## src/rtl/pipeline_hazard_ctrl_if.sv

```systemverilog
`default_nettype none
// ============================================================================
//  Module      : pipeline_hazard_ctrl_if
//  Description : Bundles the pipeline status inputs and the stage-control
//                outputs of the hazard controller into one port group.
//  Revision    : 1.0 - initial release
// ============================================================================
interface pipeline_hazard_ctrl_if;
    // Pipeline status seen by the controller
    logic [4:0]  id_rs;
    logic [4:0]  id_rt;
    logic        ex_mem_read;
    logic [4:0]  ex_rt;
    logic        branch_taken;
    logic        jump;
    logic        imem_ready;
    logic        div_start;
    logic        clear_counters;

    // Stage control produced by the controller
    logic        pc_write;
    logic        if_id_write;
    logic        id_ex_write;
    logic        if_id_flush;
    logic        id_ex_flush;
    logic        ex_mem_flush;
    logic [1:0]  state;
    logic [15:0] stall_cycles;
    logic [15:0] flush_events;

    // Pipeline side: drives status, observes control
    modport master (
        output id_rs, id_rt, ex_mem_read, ex_rt, branch_taken, jump,
               imem_ready, div_start, clear_counters,
        input  pc_write, if_id_write, id_ex_write, if_id_flush, id_ex_flush,
               ex_mem_flush, state, stall_cycles, flush_events
    );

    // Controller side
    modport slave (
        input  id_rs, id_rt, ex_mem_read, ex_rt, branch_taken, jump,
               imem_ready, div_start, clear_counters,
        output pc_write, if_id_write, id_ex_write, if_id_flush, id_ex_flush,
               ex_mem_flush, state, stall_cycles, flush_events
    );
endinterface
`default_nettype wire

```

## src/rtl/pipeline_hazard_ctrl.sv

```systemverilog
`default_nettype none
// ============================================================================
//  Module      : pipeline_hazard_ctrl
//  Description : Five-stage pipeline hazard controller. Resolves multi-cycle
//                divide stalls, load-use bubbles, branch/jump redirects and
//                instruction-memory waits, and keeps saturating stall/flush
//                performance counters.
//  Revision    : 1.0 - initial release
// ============================================================================
module pipeline_hazard_ctrl #(
    parameter int DIV_LATENCY = 8
) (
    input  wire logic              clk,
    input  wire logic              rst,
    pipeline_hazard_ctrl_if.slave  bus
);

    typedef enum logic [1:0] {
        RUN      = 2'b00,
        DIV_BUSY = 2'b01
    } state_t;

    // Counter value loaded on divide entry; the entry cycle itself is the
    // first stall cycle, so DIV_BUSY lasts DIV_LATENCY-1 cycles.
    localparam logic [7:0]  C_DIV_RELOAD = 8'(DIV_LATENCY - 1);
    localparam logic [15:0] C_CNT_MAX    = 16'hFFFF;

    state_t      state_q, state_d;
    logic [7:0]  div_cnt_q, div_cnt_d;
    logic [15:0] stall_cnt_q, stall_cnt_d;
    logic [15:0] flush_cnt_q, flush_cnt_d;

    logic        w_div_stall;
    logic        w_load_use;
    logic        w_redirect;

    logic        w_pc_write;
    logic        w_if_id_write;
    logic        w_id_ex_write;
    logic        w_if_id_flush;
    logic        w_id_ex_flush;
    logic        w_ex_mem_flush;

    // Hazard detection; register 0 is hard-wired and never creates a dependency
    always_comb begin
        w_div_stall = (state_q == DIV_BUSY) || bus.div_start;
        w_load_use  = bus.ex_mem_read && (bus.ex_rt != 5'd0) &&
                      ((bus.ex_rt == bus.id_rs) || (bus.ex_rt == bus.id_rt));
        w_redirect  = bus.branch_taken || bus.jump;
    end

    // Prioritised stage control: divide > load-use > redirect > imem wait
    always_comb begin
        w_pc_write     = 1'b0;
        w_if_id_write  = 1'b0;
        w_id_ex_write  = 1'b0;
        w_if_id_flush  = 1'b0;
        w_id_ex_flush  = 1'b0;
        w_ex_mem_flush = 1'b0;
        if (!rst) begin
            // Everything frozen while reset is held
        end else if (w_div_stall) begin
            w_ex_mem_flush = 1'b1;
        end else if (w_load_use) begin
            w_id_ex_write  = 1'b1;
            w_id_ex_flush  = 1'b1;
        end else if (w_redirect) begin
            w_pc_write     = 1'b1;
            w_if_id_write  = 1'b1;
            w_if_id_flush  = 1'b1;
        end else if (!bus.imem_ready) begin
            w_if_id_write  = 1'b1;
            w_if_id_flush  = 1'b1;
        end else begin
            w_pc_write     = 1'b1;
            w_if_id_write  = 1'b1;
            w_id_ex_write  = 1'b1;
        end
    end

    // Next-state for the divide sequencer and the performance counters
    always_comb begin
        state_d     = state_q;
        div_cnt_d   = div_cnt_q;
        stall_cnt_d = stall_cnt_q;
        flush_cnt_d = flush_cnt_q;

        case (state_q)
            RUN: begin
                if (bus.div_start) begin
                    state_d   = DIV_BUSY;
                    div_cnt_d = C_DIV_RELOAD;
                end
            end
            DIV_BUSY: begin
                if (div_cnt_q <= 8'd1) begin
                    state_d   = RUN;
                    div_cnt_d = 8'd0;
                end else begin
                    div_cnt_d = div_cnt_q - 8'd1;
                end
            end
            default: begin
                state_d   = RUN;
                div_cnt_d = 8'd0;
            end
        endcase

        if (bus.clear_counters) begin
            stall_cnt_d = 16'd0;
            flush_cnt_d = 16'd0;
        end else begin
            if (!w_pc_write && (stall_cnt_q != C_CNT_MAX))
                stall_cnt_d = stall_cnt_q + 16'd1;
            // Only a redirect that actually wins arbitration counts as a flush
            if (w_redirect && !w_div_stall && !w_load_use &&
                (flush_cnt_q != C_CNT_MAX))
                flush_cnt_d = flush_cnt_q + 16'd1;
        end
    end

    // State and counter registers with asynchronous reset
    always_ff @(posedge clk or negedge rst) begin
        if (!rst) begin
            state_q     <= RUN;
            div_cnt_q   <= 8'd0;
            stall_cnt_q <= 16'd0;
            flush_cnt_q <= 16'd0;
        end else begin
            state_q     <= state_d;
            div_cnt_q   <= div_cnt_d;
            stall_cnt_q <= stall_cnt_d;
            flush_cnt_q <= flush_cnt_d;
        end
    end

    assign bus.pc_write     = w_pc_write;
    assign bus.if_id_write  = w_if_id_write;
    assign bus.id_ex_write  = w_id_ex_write;
    assign bus.if_id_flush  = w_if_id_flush;
    assign bus.id_ex_flush  = w_id_ex_flush;
    assign bus.ex_mem_flush = w_ex_mem_flush;
    assign bus.state        = state_q;
    assign bus.stall_cycles = stall_cnt_q;
    assign bus.flush_events = flush_cnt_q;

endmodule
`default_nettype wire

```

## src/flat_wrapper.sv

```systemverilog
// flat-port wrapper written by rule: the top's interface ports become plain ports
module pipeline_hazard_ctrl_flat 
#(
    parameter int DIV_LATENCY = 8
)
  (clk, rst, bus_id_rs, bus_id_rt, bus_ex_mem_read, bus_ex_rt, bus_branch_taken, bus_jump, bus_imem_ready, bus_div_start, bus_clear_counters, bus_pc_write, bus_if_id_write, bus_id_ex_write, bus_if_id_flush, bus_id_ex_flush, bus_ex_mem_flush, bus_state, bus_stall_cycles, bus_flush_events);
  pipeline_hazard_ctrl_if bus_i ();
  input  wire logic clk;
  input  wire logic rst;
  input wire logic [$bits(bus_i.id_rs)-1:0] bus_id_rs;
  input wire logic [$bits(bus_i.id_rt)-1:0] bus_id_rt;
  input wire logic [$bits(bus_i.ex_mem_read)-1:0] bus_ex_mem_read;
  input wire logic [$bits(bus_i.ex_rt)-1:0] bus_ex_rt;
  input wire logic [$bits(bus_i.branch_taken)-1:0] bus_branch_taken;
  input wire logic [$bits(bus_i.jump)-1:0] bus_jump;
  input wire logic [$bits(bus_i.imem_ready)-1:0] bus_imem_ready;
  input wire logic [$bits(bus_i.div_start)-1:0] bus_div_start;
  input wire logic [$bits(bus_i.clear_counters)-1:0] bus_clear_counters;
  output wire logic [$bits(bus_i.pc_write)-1:0] bus_pc_write;
  output wire logic [$bits(bus_i.if_id_write)-1:0] bus_if_id_write;
  output wire logic [$bits(bus_i.id_ex_write)-1:0] bus_id_ex_write;
  output wire logic [$bits(bus_i.if_id_flush)-1:0] bus_if_id_flush;
  output wire logic [$bits(bus_i.id_ex_flush)-1:0] bus_id_ex_flush;
  output wire logic [$bits(bus_i.ex_mem_flush)-1:0] bus_ex_mem_flush;
  output wire logic [$bits(bus_i.state)-1:0] bus_state;
  output wire logic [$bits(bus_i.stall_cycles)-1:0] bus_stall_cycles;
  output wire logic [$bits(bus_i.flush_events)-1:0] bus_flush_events;
  assign bus_i.id_rs = bus_id_rs;
  assign bus_i.id_rt = bus_id_rt;
  assign bus_i.ex_mem_read = bus_ex_mem_read;
  assign bus_i.ex_rt = bus_ex_rt;
  assign bus_i.branch_taken = bus_branch_taken;
  assign bus_i.jump = bus_jump;
  assign bus_i.imem_ready = bus_imem_ready;
  assign bus_i.div_start = bus_div_start;
  assign bus_i.clear_counters = bus_clear_counters;
  assign bus_pc_write = bus_i.pc_write;
  assign bus_if_id_write = bus_i.if_id_write;
  assign bus_id_ex_write = bus_i.id_ex_write;
  assign bus_if_id_flush = bus_i.if_id_flush;
  assign bus_id_ex_flush = bus_i.id_ex_flush;
  assign bus_ex_mem_flush = bus_i.ex_mem_flush;
  assign bus_state = bus_i.state;
  assign bus_stall_cycles = bus_i.stall_cycles;
  assign bus_flush_events = bus_i.flush_events;
  pipeline_hazard_ctrl #(.DIV_LATENCY(DIV_LATENCY)) u_core (.clk(clk), .rst(rst), .bus(bus_i));
endmodule
```

## config.mk

```make
export PLATFORM = sky130hd
export DESIGN_NAME = pipeline_hazard_ctrl_flat
export DESIGN_NICKNAME = d
export VERILOG_FILES = /design/src/rtl/pipeline_hazard_ctrl_if.sv /design/src/rtl/pipeline_hazard_ctrl.sv /design/src/flat_wrapper.sv
export SDC_FILE = /design/constraint.sdc
export NUM_CORES = 1
export LEC_CHECK = 0
export CORE_ASPECT_RATIO = 0.7
export CORE_UTILIZATION = 39
export CTS_CLUSTER_SIZE = 20
export DETAILED_ROUTE_END_ITERATION = 16
export GPL_ROUTABILITY_DRIVEN = 1
export PLACE_DENSITY = 0.74
export SYNTH_ARGS = -nofsm -noshare
export SYNTH_HDL_FRONTEND = slang
export SYNTH_SLANG_ARGS = --single-unit
```

## constraint.sdc

```tcl
create_clock -name clk -period 2.86 [get_ports clk]
set_input_delay 0.572 -clock clk [delete_from_list [all_inputs] [get_ports clk]]
set_output_delay 0.572 -clock clk [all_outputs]
set_load 0.005 [all_outputs]
```

* Yosys cells after proc, flatten, opt, wreduce, memory -nomap -nowiden *
Index checks and enable logic that the tools add are counted.

word-level totals
  input port bits = 23
  register bits after elaboration = 42
  output and inout port bits = 40
  logic and storage cells = 64

cells by class
  equality and inequality tests = 7
  mux-type cells = 32
  order comparisons = 1
  add/sub/neg operators = 3
  reduce and logical (&&, ||, !) cells = 17

operator list
  cell                                                            number
  two-way mux 16 bit                                              4
  adder 16 x 1 -> 16 bit, second input constant                   2
  != test 16 bit, second input constant                           2
  two-way mux 1 bit                                               22
  two-way mux 8 bit                                               2
  case mux 8 bit (2 select lines)                                 1
  equality test 5 bit                                             2
  less-or-equal comparator 8 x 1 -> 1 bit, second input constant  1
  subtractor 8 x 1 -> 8 bit, second input constant                1
  logical AND 1 bit                                               6
  nonzero test 5 bit                                              1
  two-way mux 2 bit                                               2
  != test 2 bit, second input constant                            2
  case mux 2 bit (2 select lines)                                 1
  nonzero test 2 bit                                              2
  logical NOT 1 bit                                               3
  logical OR 1 bit                                                3
  equality test 2 x 1 -> 1 bit, second input constant             1
  logical NOT 2 bit                                               1
  AND reduction 2 bit                                             1

* Depth between registers and ports, before layout *
  word-level depth = 10
  depth in mapped cells = 9
  gate-level depth less buffers = 8

* Worst setup path before layout *
OpenSTA, ideal clock, no wires.

  path type = input port to output port
  from = input port bus_ex_rt[0]
  to = output port bus_pc_write
  data arrival time = 1.978 ns
  stages = 5
  buffers on the path = 2
  setup slack = 0.310 ns
  required time = 2.288 ns
  cells stage by stage = or4_1 > o21a_4 > a211oi_4 > buf_6 > buf_6

on the way
  cells in the longest elaborated chain, start to end = 6
  elaborated cells between the ends (all ways) = 9
  those cells by class = eq/ne: 2; mux: 3; reduce/logical: 4

ends and longest elaborated chain
  item                                                       RTL line                                                source
  start, declared                                            flat_wrapper.sv:13                                      input wire logic [$bits(bus_i.ex_rt)-1:0] bus_ex_rt;
  equality test 5 bit or nonzero test 5 bit (tied branches)  pipeline_hazard_ctrl.sv:48, pipeline_hazard_ctrl.sv:47
  logical OR 1 bit or logical AND 1 bit (tied branches)      pipeline_hazard_ctrl.sv:48, pipeline_hazard_ctrl.sv:47
  logical AND 1 bit *                                        pipeline_hazard_ctrl.sv:47                              w_load_use = bus.ex_mem_read && (bus.ex_rt != 5'd0) &&
  two-way mux 1 bit *                                        pipeline_hazard_ctrl.sv:64                              end else if (w_load_use) begin
  two-way mux 1 bit *                                        pipeline_hazard_ctrl.sv:62                              end else if (w_div_stall) begin
  two-way mux 1 bit *                                        pipeline_hazard_ctrl.sv:60                              if (!rst) begin
  end, declared                                              flat_wrapper.sv:19                                      output wire logic [$bits(bus_i.pc_write)-1:0] bus_pc_write;

Every way passes the cells marked *; elsewhere a longest branch is shown, timed or not.

* Worst setup path after layout *
  from = input port bus_ex_rt[4]
  to = output port bus_if_id_flush

on the way
  cells in the longest elaborated chain, start to end = 6
  elaborated cells between the ends (all ways) = 9
  those cells by class = eq/ne: 2; mux: 3; reduce/logical: 4

ends and longest elaborated chain
  item                                                       RTL line                                                source
  equality test 5 bit or nonzero test 5 bit (tied branches)  pipeline_hazard_ctrl.sv:48, pipeline_hazard_ctrl.sv:47
  logical OR 1 bit or logical AND 1 bit (tied branches)      pipeline_hazard_ctrl.sv:48, pipeline_hazard_ctrl.sv:47
  logical AND 1 bit *                                        pipeline_hazard_ctrl.sv:47
  two-way mux 1 bit *                                        pipeline_hazard_ctrl.sv:64
  two-way mux 1 bit *                                        pipeline_hazard_ctrl.sv:62
  two-way mux 1 bit *                                        pipeline_hazard_ctrl.sv:60
  end, declared                                              flat_wrapper.sv:22                                      output wire logic [$bits(bus_i.if_id_flush)-1:0] bus_if_id_flush;

Marks and branches as above.

==> impl_metrics.tcl <==
set metrics [dict create \
    status "finished, final reports clean" \
    clock_path_buffers 2 \
    final_antenna_net_count 0 \
    tightest_slew_ns 0.767 \
    drc_errors 0 \
    initial_core_util_pct 41.7 \
    synth.avg_cell_area_um2 8.98 \
    end_kind "primary output" \
    path_cells "dlygate4sd2_1 -> or4_4 -> o21a_4 -> buf_4 -> a21oi_2 -> and2_1 -> clkdlybuf4s15_2" \
    final-setup-viol-count 0 \
    ys_seq_elements 41 \
    clockRootBuffer "clkbuf_8" \
    grt_max_degree 42 \
    hold_viol 0 \
    synthTopCellsByArea "dfrtp_1 42%, a21oi_1 5.9%, xnor2_1 5.0%, o21ai_0 3.9%, nor2_1 3.7%" \
    num_vias 2308 \
    synth_largest_area_cell "dfrtp_1" \
    h-tree-depth 2 \
    synth_top_flop_cell "dfrtp_1" \
    synth_edf_count 0 \
    antenna_cells 0 \
    syn_inst 274 \
    global_route.overflow_total 0 \
    cts_buffers 5 \
    cap_violations 0 \
    stdcell_area_um2 3390 \
    routedWlPerCell_um 14.4 \
    die_h_um 68.4 \
    crit_family "simple AND/OR/NAND/NOR gates" \
    synth_warnings 0 \
    crit_required_ns 2.29 \
    ir_drop_uv 221 \
    finClkSkew_ns 0.0116 \
    place_ws_ns -0.331 \
    via_per_inst 5.39 \
    fin_ws_ns 0.0768 \
    die_x_um 96.9 \
    holdBufCountCts 0 \
    drt_iter0_drc 149 \
    core_area_um2 5900 \
    rows 23 \
    start_kind "input port" \
    layout-drive-gt1-share_pct 12.2 \
    total_power_mw 1.67 \
    clk_latency_ns 0.29 \
    drt-total-wl_um 6160 \
    syn_area_um2 2460 \
    fin_nets 379 \
    drv_slew 0 \
    die_area_um2 6630 \
    rsz0062_at_grt "false" \
    grt_pass1_wl_um 10100 \
    cts.sinks 41 \
    cts_tree "built" \
    drt_first_pass_iters 4 \
    fin_hold_ws_ns 0.354 \
    antenna_found_initial 0 \
    fin_crit_ns 2.78 \
    dp_hpwl_um 4500 \
    grt_pass1_vias 2029 \
    fin_crit_sh_pct 97.3 \
    ios 63 \
    syn2layout_area_growth_pct 37.9 \
    path_class "input port to primary output" \
    slew_headroom_pct 48.7 \
    synth_top_area_share_pct 41.7 \
    hold_class "input port to async pin" \
    critPathSlowestCell "or4_4" \
    dpl_cell_area_um2 3250 \
    synth-async-reset-ratio_pct 100 \
    portBuffers 61 \
    grt_use_total_pct 19.1 \
    p_per_area_nw_per_um2 491 \
    crit_fanout 3 \
    cp.arrival_ns 2.21 \
    crit_buf_inv 3 \
    cp.depth 7 \
    routabilityCongestion 0.804 \
    syn-num-nets 301 \
    leakagePower_nw 1.34 \
    yosysUniqueCellTypes 43 \
    max_stage_delay_ns 0.53 \
    fmax_mhz 359 \
    clk_pin_slew_ns 0.08 \
    synth_seq_area_share_pct 41.7 \
    reg2regPathDepth 7 \
    tns_ns 0 \
]
-- logic make-up (layout without fill, tap and decap cells) --
| logic type | Yosys count | after routing | share of synthesized area, % |
|---|---|---|---|
| other | 1 | 1 | 0.152 |
| XOR/XNOR | 15 | 15 | 5.34 |
| buffers and inverters | 18 | 97 | 3.61 |
| multiplexers | 8 | 8 | 3.61 |
| adder cells (fa/ha/maj) | 4 | 4 | 2.03 |
| AO/OA/AOI/OAI | 71 | 71 | 17.8 |
| AND/OR/NAND/NOR | 116 | 116 | 25.7 |
| flip-flops | 41 | 41 | 41.7 |
-- state kept, by name, summed over array words and instances (netlist names) --
register,cells
u_core.div_cnt_q,8
u_core.bus.stall_cycles,16
u_core.bus.flush_events,16
u_core.bus.state,1
-- cells in the mapped netlist (2+ instances only) --
cell and number:
xnor2_1 14, o21ai_0 19, nor2_1 24, a211oi_1 2
clkbuf_1 6, or3_1 10, nand4_1 5, or4_1 12
o31ai_1 12, and3_1 4, buf_2 2, mux2_2 3
nor4_1 5, nand2b_1 3, inv_1 7, nor2b_1 7
ha_1 4, nand2_1 20, and4_1 2, mux2_1 4
nand3_1 13, dfrtp_1 41, a21o_1 2, a21oi_1 29
buf_6 2, nor3_1 5
-- report_power, final --
group	internal (mW)	total, mW	switching, mW
sequential	0.647	0.725	0.0772
combinational	0.229	0.456	0.227
clock	0.285	0.486	0.201
-- final cells by class --
type | instances | area (um2)
clock buffer | 7 | 86.3
sequential | 41 | 1030
clock inverter | 1 | 30.0
fill | 499 | 2510
inverter | 7 | 26.3
timing repair buffer | 82 | 769
tap | 75 | 93.8
multi-input combinational | 215 | 1360
-- through the flow --
stage	cells	utilization (%)
after floorplan	274	-
after detailed placement	418	55.1
after global placement	418	55.1
after global routing	428	57.5
after CTS	428	57.5
final	428	57.5
-- path summary, 6_finish.rpt --
kind,startpoint,end,slack (ns)
max,bus_ex_rt[4],bus_if_id_flush,0.08
min,rst,u_core.div_cnt_q[6],0.35
max reg2reg,u_core.bus.stall_cycles[7],u_core.bus.stall_cycles[6],0.48
min reg2reg,u_core.div_cnt_q[4],u_core.div_cnt_q[4],0.48
max in group asynchronous,rst,u_core.bus.flush_events[12],2.12
min in group clk,u_core.div_cnt_q[4],u_core.div_cnt_q[4],0.48
-- placed cells by master (no fill, tap or decap), drive strengths merged, types with 3 or more instances in the layout --
cell type,Yosys,final
mux2,7,7
clkbuf,6,7
nor3,5,5
a211oi,3,3
nor4,6,6
or4,12,12
buf,5,23
ha,4,4
o31ai,12,12
inv,7,7
o21ai,20,20
xnor2,14,14
or3,10,10
a21oi,29,29
nor2b,7,7
nand2,20,20
nand2b,3,3
nand3,13,13
nor2,24,24
dlygate4sd2,0,4
nand4,5,5
dfrtp,41,41
clkdlybuf4s50,0,51
clkdlybuf4s15,0,3
and3,4,4
-- metal layers --
metal	up-vias	part of all wire, %	track usage, %
li1	1160	-	-
met1	1075	51	29.3
met2	68	43	27.3
met3	5	5.6	3.88
met4	0	0.58	4.48
met5	-	0	0
-- timing repair --
item,in CTS,in global routing
pin swaps,3,0
setup endpoints to repair,5,2
buffers inserted,2,0
gates resized for setup,18,1
Note: power is estimated with default switching activity, not from simulation.
